## src/rtl/div_radix2.sv

```systemverilog
// Multi-cycle radix-2 restoring divider for DIV/DIVU: divides operand magnitudes,
// then sign-corrects. Returns {remainder, quotient} with a start/ready handshake.
module div_radix2 #(
    parameter int WIDTH = 32
) (
    input  logic                 clk,
    input  logic                 rst,
    input  logic                 signed_div_i,
    input  logic [WIDTH-1:0]     opdata1_i,
    input  logic [WIDTH-1:0]     opdata2_i,
    input  logic                 start_i,
    input  logic                 annul_i,
    output logic [2*WIDTH-1:0]   result_o,
    output logic                 ready_o
);

    localparam int CW = $clog2(WIDTH) + 1;
    localparam logic [WIDTH-1:0] ONE = {{(WIDTH-1){1'b0}}, 1'b1};

    localparam logic [1:0] S_IDLE   = 2'd0;
    localparam logic [1:0] S_BYZERO = 2'd1;
    localparam logic [1:0] S_ON     = 2'd2;
    localparam logic [1:0] S_END    = 2'd3;

    logic [1:0]       state_reg;
    logic [CW-1:0]    cnt_reg;
    logic [WIDTH-1:0] rem_reg;
    logic [WIDTH-1:0] quo_reg;
    logic [WIDTH-1:0] divisor_reg;
    logic             sign_a_reg;
    logic             sign_b_reg;

    logic             a_neg;
    logic             b_neg;
    logic [WIDTH-1:0] abs_a;
    logic [WIDTH-1:0] abs_b;
    logic [WIDTH:0]   trial;
    logic [WIDTH-1:0] quo_fix;
    logic [WIDTH-1:0] rem_fix;

    assign a_neg = signed_div_i & opdata1_i[WIDTH-1];
    assign b_neg = signed_div_i & opdata2_i[WIDTH-1];
    assign abs_a = a_neg ? (~opdata1_i + ONE) : opdata1_i;
    assign abs_b = b_neg ? (~opdata2_i + ONE) : opdata2_i;

    // The partial remainder never reaches bit WIDTH-1 before a shift, so dropping it is safe.
    assign trial   = {1'b0, rem_reg[WIDTH-2:0], quo_reg[WIDTH-1]} - {1'b0, divisor_reg};
    assign quo_fix = (sign_a_reg ^ sign_b_reg) ? (~quo_reg + ONE) : quo_reg;
    assign rem_fix = sign_a_reg ? (~rem_reg + ONE) : rem_reg;

    always_ff @(posedge clk or negedge rst) begin
        if (!rst) begin
            state_reg   <= S_IDLE;
            cnt_reg     <= '0;
            rem_reg     <= '0;
            quo_reg     <= '0;
            divisor_reg <= '0;
            sign_a_reg  <= 1'b0;
            sign_b_reg  <= 1'b0;
            result_o    <= '0;
            ready_o     <= 1'b0;
        end else begin
            case (state_reg)
                S_IDLE: begin
                    result_o <= '0;
                    ready_o  <= 1'b0;
                    if (start_i && !annul_i) begin
                        sign_a_reg  <= a_neg;
                        sign_b_reg  <= b_neg;
                        rem_reg     <= '0;
                        quo_reg     <= abs_a;
                        divisor_reg <= abs_b;
                        cnt_reg     <= '0;
                        state_reg   <= (opdata2_i == '0) ? S_BYZERO : S_ON;
                    end
                end
                S_BYZERO: begin
                    result_o <= '0;
                    if (annul_i) begin
                        ready_o   <= 1'b0;
                        state_reg <= S_IDLE;
                    end else begin
                        ready_o   <= 1'b1;
                        state_reg <= S_END;
                    end
                end
                S_ON: begin
                    if (annul_i) begin
                        result_o  <= '0;
                        ready_o   <= 1'b0;
                        state_reg <= S_IDLE;
                    end else if (cnt_reg == CW'(WIDTH)) begin
                        result_o  <= {rem_fix, quo_fix};
                        ready_o   <= 1'b1;
                        state_reg <= S_END;
                    end else begin
                        if (trial[WIDTH]) begin
                            {rem_reg, quo_reg} <= {rem_reg[WIDTH-2:0], quo_reg, 1'b0};
                        end else begin
                            rem_reg <= trial[WIDTH-1:0];
                            quo_reg <= {quo_reg[WIDTH-2:0], 1'b1};
                        end
                        cnt_reg <= cnt_reg + CW'(1);
                    end
                end
                S_END: begin
                    // Result is held for EX until it drops start; a flush cannot retract it.
                    if (!start_i) begin
                        result_o  <= '0;
                        ready_o   <= 1'b0;
                        state_reg <= S_IDLE;
                    end
                end
                default: begin
                    result_o  <= '0;
                    ready_o   <= 1'b0;
                    state_reg <= S_IDLE;
                end
            endcase
        end
    end

endmodule

```

## config.mk

```make
export PLATFORM = sky130hd
export DESIGN_NAME = div_radix2
export DESIGN_NICKNAME = d
export VERILOG_FILES = /design/src/rtl/div_radix2.sv
export SDC_FILE = /design/constraint.sdc
export NUM_CORES = 1
export LEC_CHECK = 0
export CAP_MARGIN = 10
export CELL_PAD_IN_SITES_DETAIL_PLACEMENT = 0
export CELL_PAD_IN_SITES_GLOBAL_PLACEMENT = 1
export CORE_ASPECT_RATIO = 1.4
export CORE_MARGIN = 1
export CORE_UTILIZATION = 46
export DETAILED_ROUTE_END_ITERATION = 6
export PLACE_DENSITY = 0.87
export SETUP_SLACK_MARGIN = 0.4
export SLEW_MARGIN = 20
export SYNTH_ARGS = -nofsm -noshare
export SYNTH_HDL_FRONTEND = slang
export SYNTH_SLANG_ARGS = --single-unit
```

## constraint.sdc

```tcl
create_clock -name clk -period 5.82 [get_ports clk]
set_clock_uncertainty 0.05 [all_clocks]
set_input_delay 1.746 -clock clk [delete_from_list [all_inputs] [get_ports clk]]
set_output_delay 1.746 -clock clk [all_outputs]
set_load 0.01 [all_outputs]
```

Word-level counts from Yosys, hierarchy flattened. Index checks and enable logic that the tools add are counted.

Add/subtract/negate cells: 6. Multiplexer cells: 34. Equal/unequal tests: 9. Reductions and logical operators: 10. Bitwise logic cells: 7.

Operators by type and width (number): $mux W32 (11); $mux W64 (3); $pmux W64 S3 (1); $add A32 B1 Y32 const B (4); $not A32 Y32 (4); $pmux W32 S2 (2); $sub A32 B32 Y33 (1); $logic_not A32 Y1 (1); $mux W6 (3); $mux W2 (6); $pmux W6 S2 (1); $ne A2 B2 Y1 const B (4); $pmux W2 S4 (1); $add A6 B1 Y6 const B (1); $eq A6 B6 Y1 const B (1); $mux W1 (5); $eq A2 B2 Y1 const B (2); $pmux W1 S4 (1); $reduce_and A2 Y1 (2); $reduce_and A4 Y1 (1); $ne A3 B3 Y1 const B (1); $reduce_and A3 Y1 (1); $and A1 B1 Y1 (2); $eq A2 B1 Y1 const B (1); 6 further kinds (6).

Flip-flop bits (word level): 171. Logic and storage cells: 75. Input bits: 69.

Depth between registers and ports, before layout. Gate-level depths: netlist (run 1).

Depth after elaboration: 6. Mapped depth: 15.

Least setup slack after synthesis (run 1). OpenSTA, ideal clock, no wires.

Path type: input -> register. From: input opdata2_i[3]. To: register divisor_reg[28]. Data required time: 5.635 ns. Path slack: 1.758 ns. Stages: 10. Buffers on the path: 0. Data arrival time: 3.877 ns. Setup time: 0.135 ns. Cells stage by stage: nor4_1 -> and2_1 -> or3b_1 -> or2_2 -> nor3_1 -> nand2_1 -> nor4_2 -> a21oi_1 -> xnor2_1 -> o21ai_0.

Word-level cells in the longest chain between the ends: 3.

RTL lines: start: declaration (RTL line 10) `input logic [WIDTH-1:0] opdata2_i,`; $not A32 Y32 (RTL line 44) `assign abs_b = b_neg ? (~opdata2_i + ONE) : opdata2_i;`; $add A32 B1 Y32 (RTL line 44); $mux W32 (RTL line 44); end signal: assignment (RTL line 72) `divisor_reg <= abs_b;`; end: declaration (RTL line 29) `logic [WIDTH-1:0] divisor_reg;`.

No other way between the ends. A chain may end at the register's enable or synchronous reset.

Worst setup path in the final report (run 1).
From: input opdata2_i[2]. To: register divisor_reg[26].

Same word-level chain as after synthesis.

==> flow_summary_export.csv, run 1 <==
group,metric,value,unit
layout,antenna_cells,0,
sta,slew_viol_final,0,
pwr,ir_drop,0.296,mV
placed_design,gp_routability_congestion,0.881,
yosys,syn_area_per_cell,8.15,um^2
sta,rsz0062_at_grt,"no",
yosys,synthTopCellsByCount,"nand2_1 (220), o21ai_0 (193), dfrtp_1 (171), a21oi_1 (110), nor2_1 (94)",
placed_design,place_hpwl,20.0,mm
yosys,ys.flop_type,"dfrtp_1",
yosys,synth_edf_count,0,
drt,vias,9646,
sta,hold_viol,0,
yosys,synth_cells,1371,
global_routing,grt_pass1_vias,9288,
yosys,syn_area,0.0112,mm^2
global_routing,met2_usage,40.1,%
yosys,synthTopCellsByArea,"dfrtp_1 (38%), o21ai_0 (8.6%), nand2_1 (7.4%), xor2_1 (7.1%), a21oi_1 (4.9%)",
sta,hold_ws,425,ps
layout,final_layout_size_suffix_gt1_share,4.07,%
sta,min_period_over_period,80.1,%
yosys,async_flop_share,100,%
yosys,syn_nets,1484,
drt,wirelength,27.3,mm
clocking,numCtsBuffers,17,
clocking,clockBufferDepth,2,
sta,worst_pin_slew,976,ps
floorplanning,dieArea,0.0249,mm^2
global_routing,grt_pass1_wl,45.9,mm
layout,fin_nets,1576,
setup_path,slowest_stage,"clkdlybuf4s50_1",
global_routing,grt_util_met3,3.21,%
setup_path,required,6060,ps
clocking,htree_levels,4,
global_routing,grt_max_degree,108,
yosys,netlist-cell-type-count,64,
yosys,synth_top_area_share,38.3,%
sta,tns,0,ps
layout,syn2layout_area_growth,18.9,%
setup_path,critPathLaunchType,"primary input",
min_path,hold_class,"reg -> reg",
clocking,cts_hold_buf,0,
floorplanning,initial_core_util,46.7,%
clocking,post_cts_buffers,0,
sta,finalSetupViolCount,0,
floorplanning,core_area,0.0239,mm^2
global_routing,grt_busiest_layer,"met2",
sta,slew_headroom,34.9,%
clocking,cts_resized,0,
run_status,status,"finished clean",
yosys,yosys_warnings,0,
setup_path,cpPeakStageDelay,500,ps
pwr,power_density,627,mW/mm^2
clocking,cts_tree,"built",
sta,max_freq,0.215,GHz
setup_path,critical_path_class,"in -> reg",
drt,drc,0,
drt,wl_per_cell,15.3,um
setup_path,arrival,4900,ps
global_routing,antenna_found_initial,0,
layout,fin_cells,1784,
floorplanning,io_pins,134,
floorplanning,row_count,67,
yosys,yosysMostFrequentCell,"nand2_1",
floorplanning,die_w,134,um
yosys,synth_seq_area_share,38.3,%
setup_path,crit_fanout,5,
sta,finalCriticalPeriod,4660,ps
yosys,yosys.area.top_type,"dfrtp_1",
setup_path,crit_chain,"clkdlybuf4s50_1 > nor4_1 > and2_1 > or3b_1 > or2_2 > nor3_1 > nand2_1 > nor4_2 > a21oi_1 > xnor2_1 > o21ai_1",
drt,postRouteAntennaNets,0,
global_routing,grt_usage,22.8,%
floorplanning,fp.dieH,186,um
clocking,clk-insertion-delay-late,430,ps
drt,drtIter0Drc,479,
clocking,cts-root-buf,"clkbuf_16",
clocking,clk_pin_slew,60,ps
global_routing,grt_overflow_total,0,
pwr,power_leakage,5.77,nW
global_routing,grtUsageMet1,28.7,%
placed_design,io_buffers,133,
drt,drt_first_pass_iters,5,
clocking,clock-sinks,171,
flow_run,maxCapViolCount,0,
layout,largest-register,"result_o",
setup_path,cp-end-kind,"flip-flop",
placed_design,dp.cells,1754,
yosys,synth-seq-cells,171,
drt,viasPerCell,5.41,
layout,largest_reg_flops,64,
-- power breakdown --
group          switching [mW]  internal (mW)
registers               0.548           1.65
logic                    2.87           2.15
clock network           0.457          0.645
total                    3.88           4.45
-- final timing paths --
check / startpoint / end / slack, ps / cells past startpoint
worst min register to register: divisor_reg[21] / divisor_reg[21] / 420 / 2
worst max register to register: quo_reg[31] / rem_reg[26] / 1930 / 13
max in group asynchronous: rst / sign_a_reg / 3210 / 2
min in group asynchronous: rst / result_o[21] / 1410 / 1
worst max-delay path: opdata2_i[2] / divisor_reg[26] / 1160 / 11
worst min-delay path: divisor_reg[21] / divisor_reg[21] / 420 / 2
-- critical path, delay by kind of cell --
family,cells,cell delay (ps)
XOR/XNOR,1,170
buffers and inverters,1,500
AND/OR/NAND/NOR,7,2240
AO/OA/AOI/OAI,2,250
-- through the flow --
step                total power [mW]  worst slack, ps  instance area (um^2)  utilization [%]
detailed placement              7.26              674                 12700             53.2
global route                    9.16              850                 13300             55.6
global placement                7.19              757                 12700             53.2
finish                          8.33             1160                 13300             55.6
floorplan                       5.91             1760                 11200                -
CTS                             8.40             1130                 13300             55.6
-- layout by cell type (no fill, tap or decap), types with 3 or more instances in the layout --
master	synthesis	routed
ha_1	43	42
nand2b_1	12	12
dfrtp_1	171	170
o31ai_1	20	20
clkinv_2	0	6
clkdlybuf4s50_1	0	132
nand2_1	220	220
xor2_1	91	91
o41ai_1	12	12
nor2b_1	11	11
o21a_1	8	8
and2_1	5	5
nand4_1	13	13
nor2_1	94	94
and3_1	6	6
a32oi_1	6	6
inv_1	55	55
o211ai_1	4	4
clkbuf_16	0	17
or3_1	12	12
o21ai_1	24	23
mux2i_1	10	10
a21oi_1	110	110
a21o_1	20	20
or2_2	4	3
nor3_1	19	19
nand3_1	15	15
nor4_1	13	13
xnor2_1	52	52
or4_1	13	12
buf_4	0	10
o22ai_1	4	4
o21ai_0	193	193
-- routing by layer --
metal  vias to the layer above  routed length, um
met5                         -                  0
met2                       162              13900
met3                        25                831
li1                       4951                  -
met1                      4508              12200
met4                         0                434
-- final cells by class --
type                    count  area, um^2
clock buffers              21         460
multi-input cells        1074        6440
inverters                  56         210
clock inverters             9        97.6
fillers                  2311       10600
well taps                 310         388
flip-flops and latches    171        4280
repair buffers            143        1410
-- cell families after synthesis --
group / synth area share, %
AOI/OAI and AO/OA: 21.9
adders and majority gates: 5.00
and+or+nand+nor: 18.4
buffers and inverters: 4.25
xor gates and xnor gates: 11.2
DFF: 38.3
muxes: 0.896
(Power assumes the default switching activity.)
==> run 2: changes to the inputs <==
- CORE_UTILIZATION: 46 -> 43
- PLACE_DENSITY: 0.87 -> 0.82
- clock period: 5.82 -> 4.42 ns (I/O delays scaled with it)
==> flow_summary_export.csv, run 2 (same netlist as run 1, synthesis figures left out) <==
group,metric,value,unit
setup_path,critical_path_class,"in -> reg",
drt,drtIter0Drc,458,
global_routing,grt_overflow_total,0,
clocking,cts-root-buf,"clkbuf_16",
clocking,clk-insertion-delay-late,430,ps
sta,hold_viol,0,
layout,fin_nets,1589,
pwr,power_leakage,5.86,nW
drt,drc,28,
layout,largest-register,"result_o",
floorplanning,fp.dieH,193,um
sta,slew_viol_final,0,
pwr,p_int,6.01,mW
global_routing,grt_max_degree,103,
run_status,status,"finished, violations left",
clocking,clk_pin_slew,70,ps
global_routing,grt_pass1_wl,47.1,mm
setup_path,cp-end-kind,"flip-flop",
sta,slew_headroom,38.4,%
floorplanning,io_pins,134,
setup_path,crit_fanout,5,
sta,finalSetupViolCount,0,
global_routing,grt_pass1_vias,9599,
layout,antenna_cells,0,
run_status,failed_checks,"design-rule violations",
global_routing,grtUsageMet1,25.7,%
global_routing,grt_util_met3,3.18,%
drt,wl_per_cell,15.6,um
layout,syn2layout_area_growth,20.6,%
layout,seq_area,0.00428,mm^2
clocking,numCtsBuffers,17,
global_routing,met2_usage,40.9,%
layout,fin_cells,1807,
layout,final_layout_size_suffix_gt1_share,4.84,%
clocking,htree_levels,4,
drt,postRouteAntennaNets,0,
layout,largest_reg_flops,64,
layout,fillers,2437,
layout,final_cell_mix,"nand2_1 (220), o21ai_0 (193), dfrtp_1 (171)",
pwr,ir_drop,0.405,mV
placed_design,io_buffers,133,
setup_path,arrival,4070,ps
clocking,cts_tree,"built",
pwr,switchingPower,5.15,mW
floorplanning,row_count,69,
layout,multi_input_area,0.00645,mm^2
global_routing,grt_busiest_layer,"met2",
floorplanning,initial_core_util,43.9,%
clocking,clockBufferDepth,2,
sta,worst_pin_slew,925,ps
pwr,total_power,11.2,mW
placed_design,place_hpwl,20.7,mm
global_routing,antenna_found_initial,0,
drt,viasPerCell,5.43,
placed_design,placed_area,0.0129,mm^2
pwr,clockPowerShare,14.0,%
pwr,sw_frac_of_total,46.1,%
sta,finalCriticalPeriod,3830,ps
layout,stdcell_area,0.0135,mm^2
pwr,combinationalPowerShare,60.3,%
floorplanning,die_w,138,um
placed_design,gp_routability_congestion,0.907,
sta,min_period_over_period,86.7,%
setup_path,critPathLaunchType,"primary input",
pwr,power_density,828,mW/mm^2
sta,max_freq,0.261,GHz
sta,rsz0062_at_grt,"no",
floorplanning,dieArea,0.0266,mm^2
setup_path,required,4660,ps
drt,vias,9818,
min_path,hold_class,"reg -> reg",
pwr,seqPwrFrac,25.7,%
drt,wirelength,28.1,mm
sta,tns,0,ps
clocking,clock-sinks,171,
layout,layout_commonest_cell,"nand2_1",
clocking,post_cts_buffers,0,
placed_design,dp.cells,1776,
flow_run,maxCapViolCount,0,
floorplanning,core_area,0.0255,mm^2
drt,drt_first_pass_iters,7,
global_routing,grt_usage,21.9,%
==> run 2: final cells by class <==
class / instances / share of cell area (%)
inverters: 56 / 1.56
clock inverters: 8 / 1.06
multi-input cells: 1074 / 47.9
flip-flops and latches: 171 / 31.8
well taps: 319 / 2.96
clock buffers: 23 / 3.40
repair buffers: 156 / 11.4
==> run 2: path summary, 6_finish.rpt <==
path	startpoint	end	slack, ps	depth (start not counted)
worst max-delay path	opdata2_i[3]	divisor_reg[28]	590	12
worst min-delay path	result_o[16]	result_o[16]	430	2
worst max register to register	quo_reg[31]	rem_reg[7]	700	14
worst min register to register	result_o[16]	result_o[16]	430	2
max in group asynchronous	rst	cnt_reg[5]	2610	2
min in group asynchronous	rst	result_o[22]	870	1
==> run 2: per-stage QoR <==
step	hold slack [ps]	utilization, %	setup slack [ps]
detailed placement	419	50.5	25.7
finish	425	52.9	589
global placement	410	50.5	65.0
global route	444	52.9	409
floorplan	400	-	778
CTS	434	52.8	481
==> run 2: timing repair <==
| action | CTS | global route |
|---|---|---|
| gates resized for setup | 0 | 2 |
| endpoints found under the setup margin | 0 | 7 |
| hold buffers | 0 | 0 |
==> run 2: metal layers <==
metal / part of all wire [%] / wire length (um)
met5: 0 / 0
met4: 1.9 / 532
met3: 3.8 / 1070
met2: 52 / 14500
met1: 43 / 12000
==> run 2: critical path, stage by stage <==
cell	delay, ps
clkdlybuf4s50_1	430
nor4_2	360
and2_1	210
or3b_1	370
or2_2	320
nor3_1	260
nand2_1	140
nor4_2	140
buf_4	170
a21oi_1	80
xnor2_1	180
o21ai_0	90
==> run 2: power groups by stage <==
stage          clock (mW)  combinational (mW)  sequential (mW)
2_1_floorplan           0                5.03             2.76
3_3_place_gp            0                6.66             2.87
3_5_place_dp            0                6.74             2.90
4_1_cts              1.60                6.77             2.87
5_1_grt              1.65                7.57             2.97
6_report             1.57                6.73             2.87
